==> config.mk <==
export PLATFORM = sky130hd
export DESIGN_NAME = dot_arbiter
export DESIGN_NICKNAME = d
export VERILOG_FILES = /design/src/rtl/dot_arbiter.sv
export SDC_FILE = /design/constraint.sdc
export NUM_CORES = 1
export LEC_CHECK = 0
export ABC_CLOCK_PERIOD_IN_PS = 4140
export CAP_MARGIN = 20
export CORE_AREA = 2 2 219 221
export DETAILED_ROUTE_END_ITERATION = 10
export DIE_AREA = 0 0 221 223
export SLEW_MARGIN = 10
export SYNTH_ARGS = -nofsm -noshare
export SYNTH_HDL_FRONTEND = slang
export SYNTH_SLANG_ARGS = --single-unit
==> constraint.sdc <==
create_clock -name clk -period 4.14 [get_ports clk]
set_clock_uncertainty 0.05 [all_clocks]
set_input_delay 1.035 -clock clk [delete_from_list [all_inputs] [get_ports clk]]
set_output_delay 1.035 -clock clk [all_outputs]
set_load 0.02 [all_outputs]
==> src/rtl/dot_arbiter.sv <==
// Round-robin arbiter that shares one dot-product engine among NREQ requesters. It latches the
// winner's operands, sequences the engine reset/start handshake and aborts hung transactions.
module dot_arbiter #(
    parameter int unsigned DATA_WIDTH = 16,
    parameter int unsigned EXT_DIM    = 4,
    parameter int unsigned NREQ       = 3,
    parameter int unsigned TIMEOUT    = 255
) (
    input  logic                               clk,
    input  logic                               rst,
    input  logic [NREQ-1:0]                    req,
    input  logic [NREQ*DATA_WIDTH*EXT_DIM-1:0] a_in,
    input  logic [NREQ*DATA_WIDTH*EXT_DIM-1:0] b_in,
    output logic [NREQ-1:0]                    grant,
    output logic [NREQ-1:0]                    done,
    output logic [NREQ-1:0]                    err,
    output logic signed [DATA_WIDTH-1:0]       result,
    output logic                               busy,
    output logic [DATA_WIDTH*EXT_DIM-1:0]      vector_a,
    output logic [DATA_WIDTH*EXT_DIM-1:0]      vector_b,
    output logic                               start_dot_product,
    output logic                               rstn_dot,
    input  logic                               dot_product_done,
    input  logic signed [DATA_WIDTH-1:0]       dot_product_result
);

    localparam int unsigned VEC_W = DATA_WIDTH * EXT_DIM;
    localparam int unsigned IDX_W = (NREQ > 1) ? $clog2(NREQ) : 1;
    localparam int unsigned TMR_W = $clog2(TIMEOUT + 1);
    localparam logic [NREQ-1:0] ONE_HOT0 = NREQ'(1);

    typedef enum logic [1:0] {
        StIdle,
        StLoad,
        StWait,
        StResp
    } state_e;

    state_e           state;
    logic [IDX_W-1:0] ptr;
    logic [IDX_W-1:0] owner;
    logic [TMR_W-1:0] timer;

    logic [VEC_W-1:0] a_slice [NREQ];
    logic [VEC_W-1:0] b_slice [NREQ];

    for (genvar k = 0; k < NREQ; k++) begin : g_slice
        assign a_slice[k] = a_in[k*VEC_W +: VEC_W];
        assign b_slice[k] = b_in[k*VEC_W +: VEC_W];
    end

    // First set request bit searching ptr, ptr+1, ... modulo NREQ.
    logic             win_found;
    logic [IDX_W-1:0] win_idx;
    logic [IDX_W:0]   cand;

    always_comb begin
        win_found = 1'b0;
        win_idx   = '0;
        cand      = '0;
        for (int unsigned i = 0; i < NREQ; i++) begin
            cand = {1'b0, ptr} + (IDX_W+1)'(i);
            if (cand >= (IDX_W+1)'(NREQ)) begin
                cand = cand - (IDX_W+1)'(NREQ);
            end
            if (!win_found && req[cand[IDX_W-1:0]]) begin
                win_found = 1'b1;
                win_idx   = cand[IDX_W-1:0];
            end
        end
    end

    always_ff @(posedge clk) begin
        if (rst) begin
            state             <= StIdle;
            ptr               <= '0;
            owner             <= '0;
            timer             <= '0;
            grant             <= '0;
            done              <= '0;
            err               <= '0;
            result            <= '0;
            busy              <= 1'b0;
            vector_a          <= '0;
            vector_b          <= '0;
            start_dot_product <= 1'b0;
            rstn_dot          <= 1'b0;
        end else begin
            done <= '0;
            err  <= '0;
            case (state)
                StIdle: begin
                    if (win_found) begin
                        owner    <= win_idx;
                        grant    <= ONE_HOT0 << win_idx;
                        vector_a <= a_slice[win_idx];
                        vector_b <= b_slice[win_idx];
                        rstn_dot <= 1'b1;
                        busy     <= 1'b1;
                        state    <= StLoad;
                    end
                end
                // Engine has been out of reset for one cycle before start rises.
                StLoad: begin
                    start_dot_product <= 1'b1;
                    timer             <= '0;
                    state             <= StWait;
                end
                StWait: begin
                    if (dot_product_done) begin
                        result            <= dot_product_result;
                        done              <= grant;
                        start_dot_product <= 1'b0;
                        rstn_dot          <= 1'b0;
                        state             <= StResp;
                    end else if (timer == TMR_W'(TIMEOUT)) begin
                        err               <= grant;
                        start_dot_product <= 1'b0;
                        rstn_dot          <= 1'b0;
                        state             <= StResp;
                    end else begin
                        timer <= timer + 1'b1;
                    end
                end
                StResp: begin
                    ptr   <= (owner == IDX_W'(NREQ - 1)) ? '0 : owner + 1'b1;
                    grant <= '0;
                    busy  <= 1'b0;
                    state <= StIdle;
                end
                default: state <= StIdle;
            endcase
        end
    end

endmodule
==> results of run 1 <==
[kinds of logic (layout without fill, tap and decap cells)]
kind of cell	after synthesis	in the layout	synth area share (%)
compound gates	303	303	28.7
xor+xnor	6	6	0.628
fa+ha+maj	8	8	1.20
buf+inv	75	626	6.53
flops	170	170	40.7
mux	135	135	16.3
other cells	0	1	0
simple gates	103	103	6.08
[metal layers]
layer  track usage (%)  vias to the layer above
li1                  -                     4062
met2              24.8                      356
met3              5.56                       40
met4              6.73                        0
met1              16.8                     3979
met5                 0                        -
[synth_stat cells (all sizes together) (2+ instances only)]
library cell | n | area share, %
nand2b | 3 | 0.22
a21oi | 25 | 1.5
inv | 7 | 0.31
nand3b | 6 | 0.54
ha | 8 | 1.2
dfxtp | 170 | 41
o21a | 3 | 0.27
clkbuf | 22 | 1.1
xor2 | 5 | 0.52
nand4 | 6 | 0.45
nand2 | 44 | 2.0
nand3 | 3 | 0.18
mux2i | 133 | 16
nor2b | 2 | 0.15
nor3 | 3 | 0.18
and4 | 3 | 0.31
and2 | 4 | 0.30
nor3b | 5 | 0.58
a22oi | 128 | 17
a21o | 2 | 0.18
and3 | 2 | 0.15
mux2 | 2 | 0.36
nor2 | 20 | 0.90
buf | 46 | 5.1
o21ai | 137 | 8.2
[stage by stage]
step	hold slack [ns]	setup WS, ns	utilization, %	instances
2_1_floorplan	0.394	1.28	-	800
5_1_grt	0.425	0.786	32.3	1967
3_5_place_dp	0.399	0.304	31.0	1934
6_report	0.410	0.893	32.3	1967
3_3_place_gp	0.391	0.379	31.0	1934
4_1_cts	0.412	0.869	32.3	1966
[final cells by class]
| type | instances | area, sq um | area share (%) |
|---|---|---|---|
| diodes | 1 | 2.50 | 0.0164 |
| clock buffers | 17 | 425 | 2.79 |
| clock inverters | 15 | 203 | 1.33 |
| inverters | 7 | 26.3 | 0.172 |
| multi-input cells | 555 | 4450 | 29.2 |
| flip-flops and latches | 170 | 3400 | 22.3 |
| well taps | 615 | 769 | 5.05 |
| repair buffers | 587 | 5960 | 39.1 |
[cells in the final DEF (no fill, tap or decap), types with 8 or more instances in the layout]
cell / instances
sky130_fd_sc_hd__buf_4: 14
sky130_fd_sc_hd__o21ai_1: 51
sky130_fd_sc_hd__dfxtp_1: 170
sky130_fd_sc_hd__clkdlybuf4s50_1: 561
sky130_fd_sc_hd__mux2i_1: 133
sky130_fd_sc_hd__a22oi_2: 100
sky130_fd_sc_hd__nand2_1: 44
sky130_fd_sc_hd__nor2_1: 19
sky130_fd_sc_hd__a22oi_1: 28
sky130_fd_sc_hd__o21ai_0: 86
sky130_fd_sc_hd__clkbuf_16: 17
sky130_fd_sc_hd__ha_1: 8
sky130_fd_sc_hd__a21oi_1: 25
sky130_fd_sc_hd__buf_12: 12
[critical path: stages]
cell and delay [ns]:
sky130_fd_sc_hd__clkdlybuf4s50_1 0.47, sky130_fd_sc_hd__mux2_4 0.30, sky130_fd_sc_hd__mux2_4 0.32, sky130_fd_sc_hd__a31oi_1 0.25
sky130_fd_sc_hd__o2bb2ai_4 0.20, sky130_fd_sc_hd__buf_12 0.27, sky130_fd_sc_hd__buf_4 0.24, sky130_fd_sc_hd__mux2i_1 0.25
sky130_fd_sc_hd__o21ai_0 0.10
[sequential cells by signal, summed over array words and instances, names as in the netlist]
register	flops
vector_a	64
vector_b	64
result	16
timer	8
done	3
err	3
grant	3
owner	2
ptr	2
state	2
busy	1
rstn_dot	1
start_dot_product	1
[worst paths after layout]
path / start / endpoint / slack, ns / cells after the start
hold reg to reg: result[10]$_SDFFE_PP0P_ / result[10]$_SDFFE_PP0P_ / 0.41 / 2
setup reg to reg: ptr[1]$_SDFFE_PP0P_ / vector_a[48]$_SDFFE_PP0P_ / 1.03 / 10
setup / recovery: req[1] / vector_a[48]$_SDFFE_PP0P_ / 0.89 / 9
hold / removal: result[10]$_SDFFE_PP0P_ / result[10]$_SDFFE_PP0P_ / 0.41 / 2
[power by group through the flow]
| stage | clock network (W) | logic (W) | registers [W] |
|---|---|---|---|
| 2_1_floorplan | 0 | 0.00142 | 0.00327 |
| 3_3_place_gp | 0 | 0.00423 | 0.00263 |
| 3_5_place_dp | 0 | 0.00426 | 0.00265 |
| 4_1_cts | 0.00186 | 0.00427 | 0.00262 |
| 5_1_grt | 0.00190 | 0.00444 | 0.00268 |
| 6_report | 0.00177 | 0.00420 | 0.00261 |
==> metrics.md, run 1 <==
| Metric | Value |
|---|---|
| Result of the run | `completed` |
| Critical Path AT | `3.55 ns` |
| Hold Vio Cnt, Final | `0` |
| Leak pwr | `5.63 nW` |
| Required time at the endpoint of the critical path | `4.44 ns` |
| Library cell used as clock root buffer | `sky130_fd_sc_hd__clkbuf_16` |
| Highest ir drop seen on vdd | `0.000293 V` |
| Uppermost layer routed | `met4` |
| Prevailing post-synth register cell | `sky130_fd_sc_hd__dfxtp_1` |
| Post-synthesis net count | `1214` |
| Sort of element at the end of the critical path | `flip-flop` |
| Wire length on met3 | `2890 um` |
| Final-layout setup total negative slack | `0 ns` |
| Finish-stage setup viols | `0` |
| RD Place Congestion | `0.819` |
| Largest net degree at the start of global routing | `74` |
| Port Buffer Count | `561` |
| Slew at the pin closest to its max-slew limit | `0.631 ns` |
| Total half-perimeter wirelength after legalization and detailed placement | `29100 um` |
| Layout-stage area growth over the synthesis result | `82.1%` |
| Number of antenna violations at the first check in global routing | `1` |
| Routed Wire Length | `37300 um` |
| Met2 routed WL | `18200 um` |
| Pins over their slew limit | `0` |
| Remaining DRCs | `0` |
| Post-synthesis cell type count | `44` |
| Number of buffers inserted during clock tree synthesis | `17` |
| Sequential element share of the synthesized area | `40.7%` |
| Worst-path maximum fanout | `37` |
| Starting Density | `17.8%` |
| Core region area | `47100 sq um` |
| H-tree levels | `4` |
| Post-synth ARST share | `0%` |
| Flops & latches, synth | `170` |
| Final min period | `3.25 ns` |
| Power density over cell area | `563 nW/um^2` |
| Fraction of power spent switching nets | `40.0%` |
| Setup Buffers After CTS | `0` |
| Total iterations of the first detailed-routing run | `4` |
| Vias post-DR | `8437` |
| # Max-Cap Violations | `0` |
| Layout filler cell count | `4882` |
| Syn Std Cell Area | `8370 sq um` |
| Design Power | `0.00858 W` |
| Kind of path behind the tightest hold check | `reg2reg` |
| Clock tree from TritonCTS | `yes` |
| Logic pwr share | `49.0%` |
| Grt total ovfl | `0` |
| Syn Inst Count | `800` |
| Average wire per cell in the routed design | `19.0 um` |
| Register share of total power | `30.4%` |
| Internal | `0.00515 W` |
| Vert. Die Dim | `223 um` |
| Via count of the first global-routing pass | `8654` |
| Worst max-slew margin expressed relative to the limit | `57.9%` |
| Fin nets | `1752` |
| Yosys synthesis warning count | `0` |
| Die footprint | `49300 sq um` |
| Post-route cell area | `15200 sq um` |
| Sort of element at the start of the critical path | `input port` |
| DR iter-0 viols | `402` |
| Total of hold buffers inserted after clock tree synthesis | `0` |
| Metal1 wirelength | `14900 um` |
| Clock network latency to the later pin of the worst-skew pair | `0.48 ns` |
| Clock-pin slew of the registers on the worst-case setup and hold paths | `0.08 ns` |
| Number of flops mapped to enable cells by yosys | `0` |
| Wire length of the first global-routing pass | `55000 um` |
| Number of sinks handled by clock tree synthesis | `170` |
| Vias/cell | `4.29` |
| Die width | `221 um` |
| Start-to-end type of the worst setup path | `in2reg` |
| Switching power | `0.00343 W` |
| RSZ-0062 raised after global routing | `false` |
| Layout cell share with drive strength beyond 1 | `12.3%` |
| Clock tree buffer depth | `2` |
| Number of rows in the core area | `80` |
| Per-instance average area after synthesis | `10.5 sq um` |
| Global-route usage over all layers | `14.8%` |
| Post_cts resized | `0` |
| Final worst path period share | `78.4%` |
| I/O pin cnt | `562` |
| Highest clock frequency the design can meet | `308 MHz` |
| Portion of total power attributed to the clock network | `20.6%` |
| Post-DRT Antenna Nets | `0` |
| Cell area after placement | `14600 sq um` |
Power figures use the tool's default switching activity.
==> run 2: changes to the inputs <==
--- a/config.mk
+++ b/config.mk
@@ -5,11 +5,11 @@
 export SDC_FILE = /design/constraint.sdc
 export NUM_CORES = 1
 export LEC_CHECK = 0
-export ABC_CLOCK_PERIOD_IN_PS = 4140
+export ABC_CLOCK_PERIOD_IN_PS = 2600
 export CAP_MARGIN = 20
-export CORE_AREA = 2 2 219 221
+export CORE_AREA = 2 2 218 220
 export DETAILED_ROUTE_END_ITERATION = 10
-export DIE_AREA = 0 0 221 223
+export DIE_AREA = 0 0 220 222
 export SLEW_MARGIN = 10
 export SYNTH_ARGS = -nofsm -noshare
 export SYNTH_HDL_FRONTEND = slang
==> constraint.sdc (replaced) <==
create_clock -name clk -period 2.6 [get_ports clk]
set_clock_uncertainty 0.05 [all_clocks]
set_input_delay 0.65 -clock clk [delete_from_list [all_inputs] [get_ports clk]]
set_output_delay 0.65 -clock clk [all_outputs]
set_load 0.02 [all_outputs]
==> metrics.md, run 2 (synthesized netlist as in run 1, its figures left out) <==
| Metric | Value |
|---|---|
| Met2 routed WL | `20300 um (+12%)` |
| Die footprint | `48800 sq um (-0.90%)` |
| Result of the run | `finished, violations left` |
| Total half-perimeter wirelength after legalization and detailed placement | `30700 um (+5.2%)` |
| Final worst-path setup slack | `-0.0793 ns (-0.972 ns)` |
| Clock tree from TritonCTS | `yes` |
| Final worst path period share | `103%` |
| DR iter-0 viols | `342 (-15%)` |
| Library cell used as clock root buffer | `sky130_fd_sc_hd__clkbuf_16` |
| H-tree levels | `4 (unchanged)` |
| Power density over cell area | `888 nW/um^2 (+58%)` |
| Average wire per cell in the routed design | `19.5 um (+2.8%)` |
| Number of rows in the core area | `79 (-1.3%)` |
| Layout-stage area growth over the synthesis result | `93.1%` |
| Leak pwr | `6.07 nW (+7.9%)` |
| RSZ-0062 raised after global routing | `true` |
| Uppermost layer routed | `met5` |
| Most common cell after layout, fill and taps aside | `sky130_fd_sc_hd__clkdlybuf4s50_1` |
| Largest net degree at the start of global routing | `35 (-53%)` |
| Grt total ovfl | `0 (unchanged)` |
| Finish-stage setup viols | `98 (+98)` |
| Vias/cell | `4.32 (+0.70%)` |
| Clock-pin slew of the registers on the worst-case setup and hold paths | `0.07 ns (about the same)` |
| Global-route usage over all layers | `15.3% (+0.48 points)` |
| Hold Vio Cnt, Final | `0 (unchanged)` |
| Wire length of the first global-routing pass | `55200 um (+0.33%)` |
| Remaining DRCs | `0 (unchanged)` |
| Pins over their slew limit | `0 (unchanged)` |
| Wire length on met3 | `3470 um (+20%)` |
| Total of hold buffers inserted after clock tree synthesis | `0 (unchanged)` |
| Diode insertion count for antenna repair | `0 (-1)` |
| Via count of the first global-routing pass | `9224 (+6.6%)` |
| RD Place Congestion | `0.813 (-0.83%)` |
| Registers with the highest flip-flop counts | `vector_a (64), vector_b (64), result (16)` |
| Starting Density | `18.1% (+0.34 points)` |
| Clock network latency to the later pin of the worst-skew pair | `0.47 ns (about the same)` |
| Final min period | `2.68 ns` |
| Number of buffers inserted during clock tree synthesis | `17 (unchanged)` |
| Metal1 wirelength | `14700 um (-1.1%)` |
| Most frequent cells in the layout | `sky130_fd_sc_hd__clkdlybuf4s50_1, sky130_fd_sc_hd__dfxtp_1, sky130_fd_sc_hd__mux2i_1, sky130_fd_sc_hd__a22oi_2, sky130_fd_sc_hd__o21ai_1` |
| Highest cell delay on the worst timing path | `0.44 ns (-0.03 ns)` |
| # Max-Cap Violations | `0 (unchanged)` |
| Fin nets | `1819 (+3.8%)` |
| I/O pin cnt | `562 (unchanged)` |
| Post-DRT Antenna Nets | `0 (unchanged)` |
| Routed Wire Length | `39500 um (+5.7%)` |
| Vias post-DR | `8738 (+3.6%)` |
| Worst max-slew margin expressed relative to the limit | `70.4% (+12 points)` |
| Core region area | `46300 sq um (-1.9%)` |
| Kind of path behind the tightest hold check | `reg2reg` |
| Number of antenna violations at the first check in global routing | `1 (unchanged)` |
| Clock tree buffer depth | `2 (unchanged)` |
| Highest ir drop seen on vdd | `0.000408 V (+39%)` |
| Die width | `220 um (-0.45%)` |
| Highest-delay cell along the critical path | `sky130_fd_sc_hd__clkdlybuf4s50_1` |
| Layout cell share with drive strength beyond 1 | `17.2% (+4.9 points)` |
| Failing checks | `negative setup slack` |
| Worst-path maximum fanout | `9 (-76%)` |
| Cell area after placement | `15200 sq um (+4.0%)` |
| Total iterations of the first detailed-routing run | `4 (unchanged)` |
| Layout filler cell count | `4684 (-4.1%)` |
| Slew at the pin closest to its max-slew limit | `0.443 ns (-0.188 ns)` |
| Sort of element at the end of the critical path | `flip-flop` |
| Required time at the endpoint of the critical path | `2.95 ns (-1.49 ns)` |
| Critical Path AT | `3.03 ns (-0.52 ns)` |
| Crit-path cells | `clkdlybuf4s50_1 > mux2_4 > mux2_4 > o41ai_4 > nor3b_4 > buf_6 > clkbuf_16 > clkbuf_16 > a22oi_2 > o21ai_1` |
| Number of sinks handled by clock tree synthesis | `170 (unchanged)` |
| Layout Utilization | `34.9% (+2.6 points)` |
| Sort of element at the start of the critical path | `input port` |
| Highest clock frequency the design can meet | `373 MHz` |
| Start-to-end type of the worst setup path | `in2reg` |
| Post-route cell area | `16200 sq um (+6.0%)` |
| Vert. Die Dim | `222 um (-0.45%)` |
| Port Buffer Count | `561 (unchanged)` |
## run 2: cell types whose count changed in the layout (fill, tap and decap cells not counted), sizes merged
cell | previous run | this run
buf | 26 | 88
clkbuf | 17 | 24
inv | 14 | 9
bufinv | 2 | 4
clkinvlp | 1 | 0
diode | 1 | 0
## run 2: path summary, 6_finish.rpt
| kind | slack [ns] | cells after the start | endpoint | start |
|---|---|---|---|---|
| max | -0.08 | 10 | vector_a[13]$_SDFFE_PP0P_ | req[1] |
| min | 0.40 | 2 | result[2]$_SDFFE_PP0P_ | result[2]$_SDFFE_PP0P_ |
| max reg2reg | -0.04 | 11 | vector_a[13]$_SDFFE_PP0P_ | ptr[1]$_SDFFE_PP0P_ |
| min reg2reg | 0.40 | 2 | result[2]$_SDFFE_PP0P_ | result[2]$_SDFFE_PP0P_ |
## run 2: routing by layer
metal  vias up  track usage, %
li1       4204               -
met1      4133            15.6
met2       353            28.4
met3        46            5.28
met4         2            5.54
met5         -               0
## run 2: area by class of cell
class                           instances  area (sq um)  share of cell area (%)
Clock buffer                           19           443                    2.74
Multi-Input combinational cell        555          4510                    27.9
Timing Repair Buffer                  654          6840                    42.3
Clock inverter                         11           170                    1.05
Tap cell                              607           759                    4.70
Inverter                                7          26.3                   0.163
Sequential cell                       170          3410                    21.1
## run 2: report_power, final
part / internal (W) / switching (W) / total (W)
Combinational: 0.00374 / 0.00365 / 0.00739
Clock: 0.00162 / 0.00116 / 0.00278
Sequential: 0.00353 / 0.000644 / 0.00417
Total: 0.00890 / 0.00545 / 0.0143
## run 2: what timing repair did
action                     in CTS  in global routing
resized for setup              20                 57
setup buffers                   2                  2
pin swaps                       1                  2
setup endpoints to repair     126                127
cloned                          3                  6
hold endpoints to repair        0                  0
## run 2: worst max-delay path: cells and delay by family
family | cells | cell delay (ns)
AOI/OAI and AO/OA | 3 | 0.49
and+or+nand+nor | 1 | 0.35
buffers and inverters | 4 | 0.95
muxes | 2 | 0.59
## run 2: stage by stage
step | hold slack [ns] | total power (W) | setup TNS, ns | worst slack [ns] | cells
finish | 0.404 | 0.0143 | -3.14 | -0.0793 | 2023
CTS | 0.407 | 0.0144 | -0.306 | -0.0300 | 2015
floorplan | 0.394 | 0.00748 | 0 | 0.0150 | 800
global route | 0.433 | 0.0150 | -11.99 | -0.130 | 2023
detailed placement | 0.396 | 0.0115 | -60.11 | -0.581 | 1981
global placement | 0.391 | 0.0114 | -53.49 | -0.507 | 1981
==> run 3: changes to the inputs <==
--- a/config.mk
+++ b/config.mk
@@ -5,11 +5,11 @@
 export SDC_FILE = /design/constraint.sdc
 export NUM_CORES = 1
 export LEC_CHECK = 0
-export ABC_CLOCK_PERIOD_IN_PS = 2600
+export ABC_CLOCK_PERIOD_IN_PS = 3200
 export CAP_MARGIN = 20
-export CORE_AREA = 2 2 218 220
+export CORE_AREA = 2 2 219 221
 export DETAILED_ROUTE_END_ITERATION = 10
-export DIE_AREA = 0 0 220 222
+export DIE_AREA = 0 0 221 223
 export SLEW_MARGIN = 10
 export SYNTH_ARGS = -nofsm -noshare
 export SYNTH_HDL_FRONTEND = slang
==> constraint.sdc (replaced) <==
create_clock -name clk -period 3.2 [get_ports clk]
set_clock_uncertainty 0.05 [all_clocks]
set_input_delay 0.8 -clock clk [delete_from_list [all_inputs] [get_ports clk]]
set_output_delay 0.8 -clock clk [all_outputs]
set_load 0.02 [all_outputs]
==> metrics.md, run 3 (synthesized netlist as in run 1, its figures left out) <==
| Metric | Value |
|---|---|
| Result of the run | `completed` |
| Fin nets | `1800 (-1.0%)` |
| Number of antenna violations at the first check in global routing | `1 (unchanged)` |
| Finish-stage setup viols | `0 (-100%)` |
| Sort of element at the end of the critical path | `flip-flop` |
| Final min period | `2.97 ns` |
| Post-route cell area | `15700 sq um (-2.9%)` |
| Sort of element at the start of the critical path | `flip-flop` |
| Number of buffers inserted during clock tree synthesis | `17 (unchanged)` |
| Remaining DRCs | `0 (unchanged)` |
| Global routing met2 resource utilization | `25.6% (-2.8 points)` |
| Wire length of the first global-routing pass | `56200 um (+1.7%)` |
| # Max-Cap Violations | `0 (unchanged)` |
| Via count of the first global-routing pass | `9086 (-1.5%)` |
| Total half-perimeter wirelength after legalization and detailed placement | `30600 um (about the same)` |
| Post-DRT Antenna Nets | `0 (unchanged)` |
| Buffers plus inverters on the worst setup path | `3 (-1)` |
| Clock network latency to the later pin of the worst-skew pair | `0.48 ns (about the same)` |
| Vias/cell | `4.27 (-1.2%)` |
| Layout cell share with drive strength beyond 1 | `15.2% (-2.0 points)` |
| Die footprint | `49300 sq um (+0.91%)` |
| Total of hold buffers inserted after clock tree synthesis | `0 (unchanged)` |
| Final worst path period share | `92.7%` |
| Largest net degree at the start of global routing | `58 (+66%)` |
| Port Buffer Count | `561 (unchanged)` |
| Die width | `221 um (+0.45%)` |
| Grt total ovfl | `0 (unchanged)` |
| Library cell used as clock root buffer | `sky130_fd_sc_hd__clkbuf_16` |
| Layout Utilization | `33.3% (-1.6 points)` |
| Highest-delay cell along the critical path | `sky130_fd_sc_hd__ha_1` |
| GRT Max-Usage Layer | `met2` |
| Average wire per cell in the routed design | `18.7 um (-4.2%)` |
| Area occupied by multi-input gates | `4450 sq um (-1.4%)` |
| Start-to-end type of the worst setup path | `reg2reg` |
| RSZ-0062 raised after global routing | `false` |
| Highest cell delay on the worst timing path | `0.38 ns (-0.06 ns)` |
| Diode insertion count for antenna repair | `0 (unchanged)` |
| Starting Density | `17.8% (-0.34 points)` |
| Clock tree buffer depth | `2 (unchanged)` |
| Highest clock frequency the design can meet | `337 MHz` |
| Kind of path behind the tightest hold check | `reg2reg` |
| Critical Path AT | `3.28 ns (+0.25 ns)` |
| Number of rows in the core area | `80 (+1.3%)` |
| Met1 Use GR | `17.3% (+1.7 points)` |
| Layout filler cell count | `4821 (+2.9%)` |
| Worst-path maximum fanout | `18 (+9)` |
| Vias post-DR | `8591 (-1.7%)` |
| Worst max-slew margin expressed relative to the limit | `57.6% (-13 points)` |
| H-tree levels | `4 (unchanged)` |
| Post_cts resized | `0 (-100%)` |
| Most common cell after layout, fill and taps aside | `sky130_fd_sc_hd__clkdlybuf4s50_1` |
| Registers with the highest flip-flop counts | `vector_a (64), vector_b (64), result (16)` |
| Number of sinks handled by clock tree synthesis | `170 (unchanged)` |
| I/O pin cnt | `562 (unchanged)` |
| RD Place Congestion | `0.844 (+3.9%)` |
| Layout-stage area growth over the synthesis result | `87.5%` |
| DR iter-0 viols | `324 (-5.3%)` |
| Core region area | `47100 sq um (+1.9%)` |
| Global-route usage over all layers | `15.1% (-0.22 points)` |
| Crit-path cells | `inv_1 > ha_1 > mux2_4 > mux2_4 > a31oi_1 > o2bb2ai_4 > buf_12 > buf_12 > mux2i_1 > o21ai_0` |
| Cell family with most CP delay | `multiplexers` |
| GR Util met3 | `5.45% (+0.17 points)` |
| Highest ir drop seen on vdd | `0.000356 V (-13%)` |
| Total iterations of the first detailed-routing run | `4 (unchanged)` |
| Pins over their slew limit | `0 (unchanged)` |
| Most frequent cells in the layout | `sky130_fd_sc_hd__clkdlybuf4s50_1, sky130_fd_sc_hd__dfxtp_1, sky130_fd_sc_hd__mux2i_1, sky130_fd_sc_hd__a22oi_2, sky130_fd_sc_hd__o21ai_0` |
| Final-layout setup total negative slack | `0 ns (+3.14 ns)` |
| Clock-pin slew of the registers on the worst-case setup and hold paths | `0.08 ns (about the same)` |
| Required time at the endpoint of the critical path | `3.52 ns (+0.57 ns)` |
| Leak pwr | `5.89 nW (-3.0%)` |
| Setup Buffers After CTS | `0 (-2)` |
| Hold Vio Cnt, Final | `0 (unchanged)` |
| Power density over cell area | `716 nW/um^2 (-19%)` |
| Vert. Die Dim | `223 um (+0.45%)` |
| Register area | `3400 sq um (about the same)` |
| Clock tree from TritonCTS | `yes` |
| Cell area after placement | `15100 sq um (-0.36%)` |
| Slew at the pin closest to its max-slew limit | `0.635 ns (+0.192 ns)` |
| Routed Wire Length | `37600 um (-4.7%)` |
| Design Power | `0.0112 W (-22%)` |
==> run 3: path summary, 6_finish.rpt <==
path	from	endpoint	slack (ns)	depth (start not counted)
worst max-delay path	ptr[1]$_SDFFE_PP0P_	vector_a[43]$_SDFFE_PP0P_	0.23	10
worst min-delay path	result[14]$_SDFFE_PP0P_	result[14]$_SDFFE_PP0P_	0.40	2
worst max register to register	ptr[1]$_SDFFE_PP0P_	vector_a[43]$_SDFFE_PP0P_	0.23	10
worst min register to register	result[14]$_SDFFE_PP0P_	result[14]$_SDFFE_PP0P_	0.40	2
==> run 3: stage by stage <==
stage	setup WS (ns)	hold WS (ns)	std cells
floorplan	0.574	0.394	800
finish	0.235	0.405	2014
global placement	-0.119	0.392	1982
CTS	0.231	0.409	2014
global route	0.120	0.428	2014
detailed placement	-0.167	0.398	1982
==> run 3: tightest hold or removal path, delay by kind of cell (launching register included) <==
kind,cells,cell delay [ns]
compound gates,1,0.05
flops,1,0.31
simple gates,1,0.05
==> run 3: layer usage <==
| metal | wire (um) | part of all wire (%) |
|---|---|---|
| met5 | 14 | 0.037 |
| met1 | 15500 | 41 |
| met4 | 1000 | 2.7 |
| met2 | 18400 | 49 |
| met3 | 2710 | 7.2 |
==> run 3: final cells by class <==
type	count	area share, %
Sequential cell	170	21.7
Clock buffer	20	2.91
Tap cell	615	4.90
Clock inverter	12	0.670
Timing Repair Buffer	635	41.3
Inverter	7	0.167
Multi-Input combinational cell	555	28.4
==> run 3: report_power, final <==
group	internal (W)	leakage (nW)	switching [W]
Clock	0.00106	0.282	0.00100
Combinational	0.00288	4.21	0.00290
Sequential	0.00287	1.40	0.000532
